<file path="src/rtl/pc_pkg.sv">
// Shared types and default constants for the fetch-address generator.
package pc_pkg;

  typedef enum logic [1:0] {BOOT, IDLE, REQ} pcf_state_t;

  localparam logic [31:0] PC_RESET_VECTOR = 32'h0000_0000;
  localparam int          PC_INC          = 4;
  localparam int          PC_ALIGN_BITS   = 2;

endpackage

</file>
<file path="src/rtl/pc_fetch_unit_if.sv">
// Fetch request channel between the PC generator and the I-cache front end.
interface pc_fetch_unit_if #(
  parameter int WIDTH = 32
);

  logic             req_valid;
  logic [WIDTH-1:0] req_pc;
  logic             req_ready;
  logic             redir_taken;

  modport master (
    output req_valid,
    output req_pc,
    output redir_taken,
    input  req_ready
  );

  modport slave (
    input  req_valid,
    input  req_pc,
    input  redir_taken,
    output req_ready
  );

endinterface

</file>
<file path="src/rtl/pc_redirect_sel.sv">
// Combinational next-PC selection: trap > branch/jump > pending > sequential,
// with low-bit masking of redirect targets and misalignment detection.
module pc_redirect_sel #(
  parameter int WIDTH      = 32,
  parameter int INC        = 4,
  parameter int ALIGN_BITS = 2
) (
  input  logic [WIDTH-1:0] pc,
  input  logic             redir_valid,
  input  logic [WIDTH-1:0] redir_target,
  input  logic             trap_valid,
  input  logic [WIDTH-1:0] trap_target,
  input  logic             pend_valid,
  input  logic [WIDTH-1:0] pend_target,
  output logic             rv,
  output logic [WIDTH-1:0] tgt,
  output logic             misaligned,
  output logic [WIDTH-1:0] accept_pc,
  output logic             accept_redirect
);

  // ALIGN_BITS == 0 yields an all-zero mask, which disables both masking and the check.
  localparam logic [WIDTH-1:0] ONES     = '1;
  localparam logic [WIDTH-1:0] LOW_MASK = ~(ONES << ALIGN_BITS);

  logic [WIDTH-1:0] raw_tgt;
  logic [WIDTH-1:0] seq_pc;

  assign raw_tgt    = trap_valid ? trap_target : redir_target;
  assign rv         = trap_valid | redir_valid;
  assign tgt        = raw_tgt & ~LOW_MASK;
  assign misaligned = rv & (|(raw_tgt & LOW_MASK));

  assign seq_pc = pc + WIDTH'(INC);

  assign accept_pc       = rv ? tgt : (pend_valid ? pend_target : seq_pc);
  assign accept_redirect = rv | pend_valid;

endmodule

</file>
<file path="src/rtl/pc_fetch_unit.sv">
// Fetch-address generator: PC register, I-cache request handshake, stall handling
// and buffering of redirects that arrive while a request is outstanding.
module pc_fetch_unit
  import pc_pkg::*;
#(
  parameter int               WIDTH        = 32,
  parameter logic [WIDTH-1:0] RESET_VECTOR = WIDTH'(PC_RESET_VECTOR),
  parameter int               INC          = PC_INC,
  parameter int               ALIGN_BITS   = PC_ALIGN_BITS
) (
  input  logic                 clk,
  input  logic                 rst,
  input  logic                 stall,
  input  logic                 redir_valid,
  input  logic [WIDTH-1:0]     redir_target,
  input  logic                 trap_valid,
  input  logic [WIDTH-1:0]     trap_target,
  output logic                 misalign_err,
  pc_fetch_unit_if.master      fetch
);

  // state | meaning
  // BOOT  | bubble cycle after reset; redirects load pc silently
  // IDLE  | no request presented (stalled)
  // REQ   | request presented, held until req_ready
  localparam logic [1:0] S_BOOT = BOOT;
  localparam logic [1:0] S_IDLE = IDLE;
  localparam logic [1:0] S_REQ  = REQ;

  logic [1:0]       state;
  logic [WIDTH-1:0] pc;
  logic             pend_valid;
  logic [WIDTH-1:0] pend_target;
  logic             redir_taken;

  logic             rv;
  logic [WIDTH-1:0] tgt;
  logic             misaligned;
  logic [WIDTH-1:0] accept_pc;
  logic             accept_redirect;

  pc_redirect_sel #(
    .WIDTH      (WIDTH),
    .INC        (INC),
    .ALIGN_BITS (ALIGN_BITS)
  ) u_sel (
    .pc              (pc),
    .redir_valid     (redir_valid),
    .redir_target    (redir_target),
    .trap_valid      (trap_valid),
    .trap_target     (trap_target),
    .pend_valid      (pend_valid),
    .pend_target     (pend_target),
    .rv              (rv),
    .tgt             (tgt),
    .misaligned      (misaligned),
    .accept_pc       (accept_pc),
    .accept_redirect (accept_redirect)
  );

  always_ff @(posedge clk or posedge rst) begin
    if (rst) begin
      state        <= S_BOOT;
      pc           <= RESET_VECTOR;
      pend_valid   <= 1'b0;
      pend_target  <= '0;
      redir_taken  <= 1'b0;
      misalign_err <= 1'b0;
    end else begin
      misalign_err <= misaligned;
      redir_taken  <= 1'b0;
      case (state)
        S_BOOT: begin
          if (rv) pc <= tgt;
          state <= stall ? S_IDLE : S_REQ;
        end
        S_IDLE: begin
          if (rv) begin
            pc          <= tgt;
            redir_taken <= 1'b1;
          end
          state <= stall ? S_IDLE : S_REQ;
        end
        S_REQ: begin
          if (fetch.req_ready) begin
            pc          <= accept_pc;
            redir_taken <= accept_redirect;
            pend_valid  <= 1'b0;
            state       <= stall ? S_IDLE : S_REQ;
          end else if (rv) begin
            // Request must stay stable; park the redirect until the stale fetch is accepted.
            pend_target <= tgt;
            pend_valid  <= 1'b1;
          end
        end
        default: state <= S_BOOT;
      endcase
    end
  end

  assign fetch.req_valid   = (state == S_REQ);
  assign fetch.req_pc      = pc;
  assign fetch.redir_taken = redir_taken;

endmodule

</file>
<file path="src/flat_wrapper.sv">
// flat-port wrapper written by rule: the top's interface ports become plain ports
module pc_fetch_unit_flat import pc_pkg::*;
#(
  parameter int               WIDTH        = 32,
  parameter logic [WIDTH-1:0] RESET_VECTOR = WIDTH'(PC_RESET_VECTOR),
  parameter int               INC          = PC_INC,
  parameter int               ALIGN_BITS   = PC_ALIGN_BITS
)
  (clk, rst, stall, redir_valid, redir_target, trap_valid, trap_target, misalign_err, fetch_req_valid, fetch_req_pc, fetch_redir_taken, fetch_req_ready);
  pc_fetch_unit_if #(.WIDTH(WIDTH)) fetch_i ();
  input  logic clk;
  input  logic rst;
  input  logic stall;
  input  logic redir_valid;
  input  logic [WIDTH-1:0] redir_target;
  input  logic trap_valid;
  input  logic [WIDTH-1:0] trap_target;
  output logic misalign_err;
  output wire logic [$bits(fetch_i.req_valid)-1:0] fetch_req_valid;
  output wire logic [$bits(fetch_i.req_pc)-1:0] fetch_req_pc;
  output wire logic [$bits(fetch_i.redir_taken)-1:0] fetch_redir_taken;
  input wire logic [$bits(fetch_i.req_ready)-1:0] fetch_req_ready;
  assign fetch_req_valid = fetch_i.req_valid;
  assign fetch_req_pc = fetch_i.req_pc;
  assign fetch_redir_taken = fetch_i.redir_taken;
  assign fetch_i.req_ready = fetch_req_ready;
  pc_fetch_unit #(.WIDTH(WIDTH), .RESET_VECTOR(RESET_VECTOR), .INC(INC), .ALIGN_BITS(ALIGN_BITS)) u_core (.clk(clk), .rst(rst), .stall(stall), .redir_valid(redir_valid), .redir_target(redir_target), .trap_valid(trap_valid), .trap_target(trap_target), .misalign_err(misalign_err), .fetch(fetch_i));
endmodule
</file>
<file path="config.mk">
export PLATFORM = sky130hd
export DESIGN_NAME = pc_fetch_unit_flat
export DESIGN_NICKNAME = d
export VERILOG_FILES = /design/src/rtl/pc_pkg.sv /design/src/rtl/pc_fetch_unit_if.sv /design/src/rtl/pc_redirect_sel.sv /design/src/rtl/pc_fetch_unit.sv /design/src/flat_wrapper.sv
export SDC_FILE = /design/constraint.sdc
export NUM_CORES = 1
export LEC_CHECK = 0
export CAP_MARGIN = 0
export CORE_MARGIN = 5
export CORE_UTILIZATION = 49
export CTS_BUF_LIST = sky130_fd_sc_hd__clkbuf_16
export DETAILED_ROUTE_END_ITERATION = 8
export PLACE_DENSITY = 0.87
export SLEW_MARGIN = 20
export SYNTH_ARGS = -nofsm -noshare
export SYNTH_HDL_FRONTEND = slang
export SYNTH_SLANG_ARGS = --single-unit
</file>
<file path="constraint.sdc">
create_clock -name clk -period 2.2 [get_ports clk]
set_input_delay 0.33 -clock clk [delete_from_list [all_inputs] [get_ports clk]]
set_output_delay 0.33 -clock clk [all_outputs]
set_load 0.05 [all_outputs]
</file>
==> results of run 1 <==
==> timing repair <==
item,in CTS,in global routing
setup buffers,0,1
endpoints found under the setup margin,0,16
gates resized for setup,0,7
==> metrics by stage <==
stage          hold slack, ps  power, W  setup WS (ps)  cells
2_1_floorplan           431.4  0.003657          36.91    453
3_3_place_gp            483.4  0.004540          120.1    658
3_5_place_dp            497.1  0.004642          34.92    658
4_1_cts                 405.7  0.006148          42.43    673
5_1_grt                 437.4  0.006499         -30.05    674
6_report                367.9  0.006206          17.23    674
==> how the worst max path moves through the flow <==
stage / from / to / cells past startpoint
final: u_core.state[1] / u_core.fetch.req_pc[17] / 8
after detailed placement: redir_valid / u_core.fetch.req_pc[31] / 8
after global routing: u_core.state[0] / u_core.fetch.req_pc[17] / 8
after CTS: u_core.state[0] / u_core.fetch.req_pc[10] / 8
after global placement: redir_valid / u_core.fetch.req_pc[10] / 7
after floorplan: u_core.fetch.req_pc[2] / u_core.fetch.req_pc[18] / 6
==> where the power goes <==
part	total, W	internal (W)	switching, W
Sequential	0.00209	0.00162	0.000466
Clock	0.00149	0.000970	0.000518
Combinational	0.00263	0.00102	0.00161
Total	0.00621	0.00361	0.00259
==> flip-flops by register name, summed over array words and instances (netlist names) <==
signal,cells
u_core.fetch.req_pc,30
u_core.pend_valid,1
u_core.pend_target,30
u_core.state,2
u_core.misalign_err,1
u_core.fetch.redir_taken,1
==> critical path, stage by stage, from the launching register on <==
cell      delay (ps)
dfrtp_1          410
inv_1            100
ha_1             190
or2_2            340
a211oi_4         280
buf_12           210
nand2_1           90
nor4_2           270
a211oi_1         150
==> kinds of logic (layout without fill, tap and decap cells) <==
| logic type | count (synthesis) | after routing | share of synthesized area (%) |
|---|---|---|---|
| AND/OR/NAND/NOR | 147 | 147 | 19.26 |
| multiplexers | 37 | 37 | 9.551 |
| flip-flops | 65 | 65 | 40.57 |
| other | 1 | 2 | 0.09354 |
| buffers and inverters | 41 | 157 | 4.775 |
| adder cells (fa/ha/maj) | 5 | 5 | 1.561 |
| AO/OA/AOI/OAI | 152 | 152 | 23.32 |
| XOR/XNOR | 4 | 4 | 0.8741 |
==> cell type report <==
class / instances / area, sq um / area share, %
clock inverter: 6 / 76.32 / 1.347
clock buffer: 9 / 225.2 / 3.974
timing repair buffer: 135 / 1336 / 23.58
tap: 105 / 131.4 / 2.318
inverter: 7 / 26.28 / 0.4637
sequential: 65 / 1627 / 28.70
multi-input combinational: 347 / 2245 / 39.61
==> metal layers <==
metal  up-vias  part of all wire (%)  track usage, %
li1       1900                     -               -
met4         0                   3.6           12.12
met5         -                     0               0
met1      2036                    38           32.46
met2       269                    50           44.09
met3        57                   8.1           5.813
==> cells in the final DEF (no fill, tap or decap), types with 7 or more instances in the layout <==
cell / Yosys / routed
nor3_1: 7 / 7
mux2i_1: 27 / 27
buf_4: 2 / 28
nor2_1: 49 / 49
o21ai_0: 38 / 38
mux2_2: 10 / 10
dfrtp_1: 65 / 65
nand2_1: 33 / 33
a21oi_1: 59 / 59
clkbuf_16: 0 / 9
clkdlybuf4s50_1: 0 / 100
nand3_1: 13 / 13
==> summary by stage, run 1 <==
Synth
Yosys attributes the largest share of cell area to dfrtp_1 (41%), a21oi_1 (7.4%), mux2i_1 (6.7%). The average cell area after synthesis is 8.869 sq um. The commonest cells after synthesis are dfrtp_1 (65), a21oi_1 (59), nor2_1 (49). The netlist area before placement is 4009 sq um. The largest total area in the synthesized netlist belongs to dfrtp_1.

The share of synthesized area in the top cell type comes to 40.57%. The post-synthesis async set-or-reset flop share is 100.0%. In this run, synthesis produced a sequential element count of 65.

The number of enable flip-flop cells after synthesis is 0. Sequential cells were found to cover 40.57% of the synthesized design area. The post-synthesis instance total is around 450.

The commonest register cell after synthesis is dfrtp_1. The most common cell in the synthesized netlist is dfrtp_1. Yosys printed 0 warnings.

The count of unique library cells instantiated by Yosys is 59.

Placement
Detailed placement finished with a half-perimeter wire length of between 8 and 9 mm. The weighted congestion reported at the end of routability-driven placement is about 0.9. The cell area reported after detailed placement is 5324 sq um. The port buffer count is 102.

Finish
The layout net count is between 600 and 700. 0 antenna diodes ended up in the layout. The share of the core filled with cells is 70.02%.

After filler insertion, the fill cell instance count of the layout stands at 631. The area growth from synthesis to layout is 41.35%. In the final layout, the share of cells above drive strength 1 is 13.36%. Summing all non-filler instances in the final layout gives an area of between 5000 and 6000 sq um.

Routing
After detailed routing, the number of remaining DRC violations is 0. The initial detailed-routing violation count is 372. In the routed layout, each cell is associated on average with a via count of roughly 6.3. The iteration count of the initial detailed-routing pass is 5. Summed over all layers, the routed wires come to 12.80 mm. The detailed router placed 4262 vias in this run. Once detail routing completed, the nets flagged for antenna violations numbered 0. Dividing the detail-routed wire length by the instance count gives ~19 um.

Timing
The final critical path time including I/O delays and setup is approximately 2200 ps. The final max-slew violation count is 0. The final setup violation count is 0. At the pin with the least slew margin, the transition time is between 500 and 600 ps. The maximum clock rate is 0.4581 GHz. The post-route fraction of the period consumed by the critical path is between 90 and 100%. The number of hold violations in the final report is 0.

The worst slew margin relative to its limit is 62.74%. Summed over all failing endpoints, the final setup total negative slack is 0 ps. Across the routed clock network, the largest skew measured is 6.339 ps.

Global routing
The global route total overflow is 0. The maximum number of pins on one net before global-route repair is 66. The global-route usage over all layers is a little over a quarter. The first global-routing pass estimated between 20 and 25 mm of wire.

The via count of the first global-routing pass is 4248. The number of antenna violations at the first check in global routing came to 0.

Die
Measured along the x axis, the die boundary spans 100.5 um. The standard-cell row count is 33. The core area is 8093 sq um. The I/O pin count is 105. The die covers 10090 sq um. The starting density of the core is roughly 50%.

The height of the die is 100.5 um.

Clocking
Buffers inserted during clock tree synthesis total 9. The clock reaches the later pin of the worst-skew pair after around 340 ps. Counting along the longest clock path gives a buffer depth of 2. The post-CTS clock slew at the launch and capture registers of the worst setup and hold paths is 50 ps. The number of H-tree levels is 3. The clock root buffer master is clkbuf_16. Hold repair after CTS inserted 0 buffers.

The CTS sink count is 65. TritonCTS built the clock tree.

Critical path
The critical path endpoint category is a flop. STA puts the critical path data arrival time at approximately 2400 ps. The worst setup path is of the reg -> reg kind.

The nature of the critical path startpoint is a flop. The origin of the critical flop-to-flop path is u_core.state[1]. Across all register-to-register paths, the minimum setup slack is between 15 and 20 ps. Data on the critical path is required at its endpoint by 2390 ps. The number of cells on the worst reg-to-reg path is 8. The capture instance of the worst register-to-register path is u_core.fetch.req_pc[17]. The maximum net fanout on the critical path is 27.

Power and ir drop
The maximum vdd drop is ~0.5 mV. Summed over all cells, the static leakage comes to about 2.3 nW. Power spread over the standard cell area amounts to around 1100 nW/um^2.

Hold path
The classification of the worst-slack hold path is in -> async.

Run status
The run finished with clean final reports.

Job
Max-cap violations in this run came to 0.
No activity file was read; power rests on OpenSTA's default activity.
==> run 2, diff against run 1 <==
--- a/config.mk
+++ b/config.mk
@@ -6,6 +6,7 @@
 export NUM_CORES = 1
 export LEC_CHECK = 0
 export CAP_MARGIN = 0
+export CORE_ASPECT_RATIO = 1.75
 export CORE_MARGIN = 5
 export CORE_UTILIZATION = 49
 export CTS_BUF_LIST = sky130_fd_sc_hd__clkbuf_16
==> summary by stage, run 2 (synthesized netlist as in run 1, its figures left out) <==
Run status
The flow ran to the end, and the final reports show no timing, DRC or antenna violations.

Critical path
The data required time at the worst endpoint is 2430 ps (+40 ps). The maximum net fanout on the critical path came to 15 (-44%). The worst setup path category is reg -> reg. The critical path endpoint category is a flop.

The data arrival time of the critical path is 2430 ps (+60 ps). The worst setup path is launched from a flop.

Routing
The aggregate routed wire length is 12.26 mm (-4.2%). The total vias in the final route came to 4059 (-4.8%). The routed length per instance is 18.55 um (-2.4%). The remaining number of nets flagged by the antenna check after routing came to 0 (unchanged).

The iteration count of the initial detailed-routing pass was 5 (unchanged). The vias per cell is 6.141 (-2.9%). The initial detailed-routing violation count is 427 (+15%). The detailed-route DRC error count was 0 (unchanged).

Power and ir drop
The total chip power is 0.006054 W (-2.5%). The switching share of total power is 42.53% (+0.76 points). The maximum vdd drop came to 0.6769 mV (+32%).

The clock share of power was 23.1% (-0.9 points). The relative contribution of combinational cells to total power came to 42.3% (about the same). The static leakage is 2.287 nW (-0.81%).

The internal power is 0.003480 W (-3.7%). The switching power is 0.002575 W (-0.68%). The share of total power in sequential cells is 34.6% (+0.9 points).

The power per cell area came to 1087 nW/um^2 (-0.79%).

Global routing
The wire length of the first global-routing pass came to 19.33 mm (-8.2%). The maximum number of pins on one net before global-route repair was 66 (unchanged). The global-route usage over all layers is 24.15% (-2.2 points). The number of antenna violations at the first check in global routing is 0 (unchanged).

The global route total overflow was 0 (unchanged). The via count of the first global-routing pass is 4107 (-3.3%).

Clocking
The CTS tree is done. The clock latency of the later-clocked register in the worst-skew pair is 340 ps (about the same). The maximum number of buffers from clock root to sink came to 2 (unchanged). The total clock buffers created by CTS is 9 (unchanged). The number of buffers added to fix hold violations after cts is 0 (unchanged). The number of H-tree levels is 3 (unchanged).

The CTS sink count is 65 (unchanged). The post-CTS clock slew at the launch and capture registers of the worst setup and hold paths is 60 ps (about the same). The clock root buffer master is clkbuf_16.

Timing
The maximum clock rate is 0.4551 GHz (-0.66%). The final max-slew violation count was 0 (unchanged). The post-route fraction of the period consumed by the critical path was 99.88% (+0.66 points). The slew at the pin with the worst max-slew slack is 475.4 ps (-81.70 ps).

The worst clock skew is 6.759 ps (+0.4203 ps). The number of hold violations in the final report was 0 (unchanged). The final critical path time including I/O delays and setup is 2197 ps (+14.57 ps). Setup repair after global routing could not meet its margin everywhere. The final setup violation count is 0 (unchanged). The worst slew margin relative to its limit is 67.40% (+4.7 points).

Die
The I/O pin count was 105 (unchanged). The floorplan die area is 10160 sq um (+0.71%). The height of the die is 129.7 um (+29%). The starting density of the core is 50.35% (+0.81 points). The standard-cell row count was 43 (+30%).

The core area is 7963 sq um (-1.6%). The horizontal extent of the die was 78.38 um (-22%).

Finish
In the layout the commonest cells are clkdlybuf4s50_1 (100), dfrtp_1 (65), a21oi_1 (58), nor2_1 (49), o21ai_0 (38). The number of diodes added for antenna fixing is 0 (unchanged). The commonest non-fill, non-tap cell in the layout is clkdlybuf4s50_1. The layout net count is 641 (+0.16%).

The number of fillers in the final layout is 627 (-0.63%). The post-synthesis to final-layout area growth is 38.98%. The ratio of cells with drive above 1 in the final layout is 13.66% (+0.30 points).

The number of non-filler instances in the completed layout came to 661 (-1.9%). The storage element area came to 1627 sq um (unchanged). The area of the multi-input gates is 2222 sq um (-1.0%).

Placement
The weighted congestion reported at the end of routability-driven placement is 0.8723 (-2.8%). The final HPWL from detailed placement is 8.925 mm (+1.3%). The placed cell count is 642 (-2.4%). The port buffer count is 102 (unchanged).

Job
The max-capacitance violation count is 0 (unchanged).

Hold path
The path class of the tightest hold or removal check is in -> async.
## run 2: cell count changes in the layout (fill, tap and decap cells not counted), sizes merged
| cell | previous run | this run |
|---|---|---|
| buf | 35 | 36 |
| bufinv | 2 | 1 |
| clkinv | 3 | 6 |
| clkinvlp | 0 | 1 |
| inv | 8 | 6 |
## run 2: cell type report
| class | instances | share of cell area, % |
|---|---|---|
| clock buffers | 9 | 4.042 |
| multi-input cells | 347 | 39.88 |
| flip-flops and latches | 65 | 29.19 |
| repair buffers | 136 | 23.29 |
| inverters | 7 | 0.4716 |
| well taps | 90 | 2.021 |
| clock inverters | 7 | 1.100 |
## run 2: worst max-delay path: stages, from the launching register on
cell and delay, ps:
dfrtp_1 410, inv_1 100, ha_2 250, or3b_4 450, buf_4 210, a211oi_1 270
a21oi_1 90, a311oi_1 290
## run 2: what timing repair did
item | 4_1_cts | 5_1_grt
hold endpoints to repair | 0 | 0
pin swaps | 0 | 1
setup buffers | 0 | 3
setup endpoints to repair | 1 | 6
resized for setup | 1 | 3
## run 2: routing by layer
layer / part of all wire (%) / up-vias / wire length, um / GRT usage, %
li1: - / 1899 / - / -
met1: 37 / 1949 / 4563 / 26.30
met2: 55 / 182 / 6721 / 43.13
met3: 5.1 / 29 / 625 / 4.312
met4: 2.9 / 0 / 350 / 14.83
met5: 0 / - / 0 / 0
## run 2: metrics by stage
step	hold WS, ps	setup WS (ps)	utilization, %	TNS, ps	area (sq um)
detailed placement	496.3	-19.34	65.90	-19.34	5248
CTS	398.5	63.12	69.53	0	5537
global route	455.1	-69.02	69.97	-69.02	5572
floorplan	431.4	36.91	-	0	4015
global placement	484.7	74.46	65.90	0	5248
finish	373.1	2.661	69.97	0	5572
## run 2: worst paths after layout
kind	start	to	slack (ps)	depth (start not counted)
min in group clk	u_core.pend_target[10]	u_core.pend_target[10]	500	1
min reg2reg	u_core.pend_target[10]	u_core.pend_target[10]	500	1
max	u_core.state[0]	u_core.fetch.req_pc[30]	3	7
max in group asynchronous	rst	u_core.state[0]	1520	3
max reg2reg	u_core.state[0]	u_core.fetch.req_pc[30]	3	7
min	rst	u_core.pend_target[19]	370	3
## run 2: power by group through the flow
stage / Combinational, W / Clock (W) / Sequential (W)
3_3_place_gp: 0.00246 / 0 / 0.00206
5_1_grt: 0.00274 / 0.00145 / 0.00214
6_report: 0.00256 / 0.00140 / 0.00210
2_1_floorplan: 0.00105 / 0 / 0.00261
4_1_cts: 0.00254 / 0.00141 / 0.00208
3_5_place_dp: 0.00252 / 0 / 0.00209
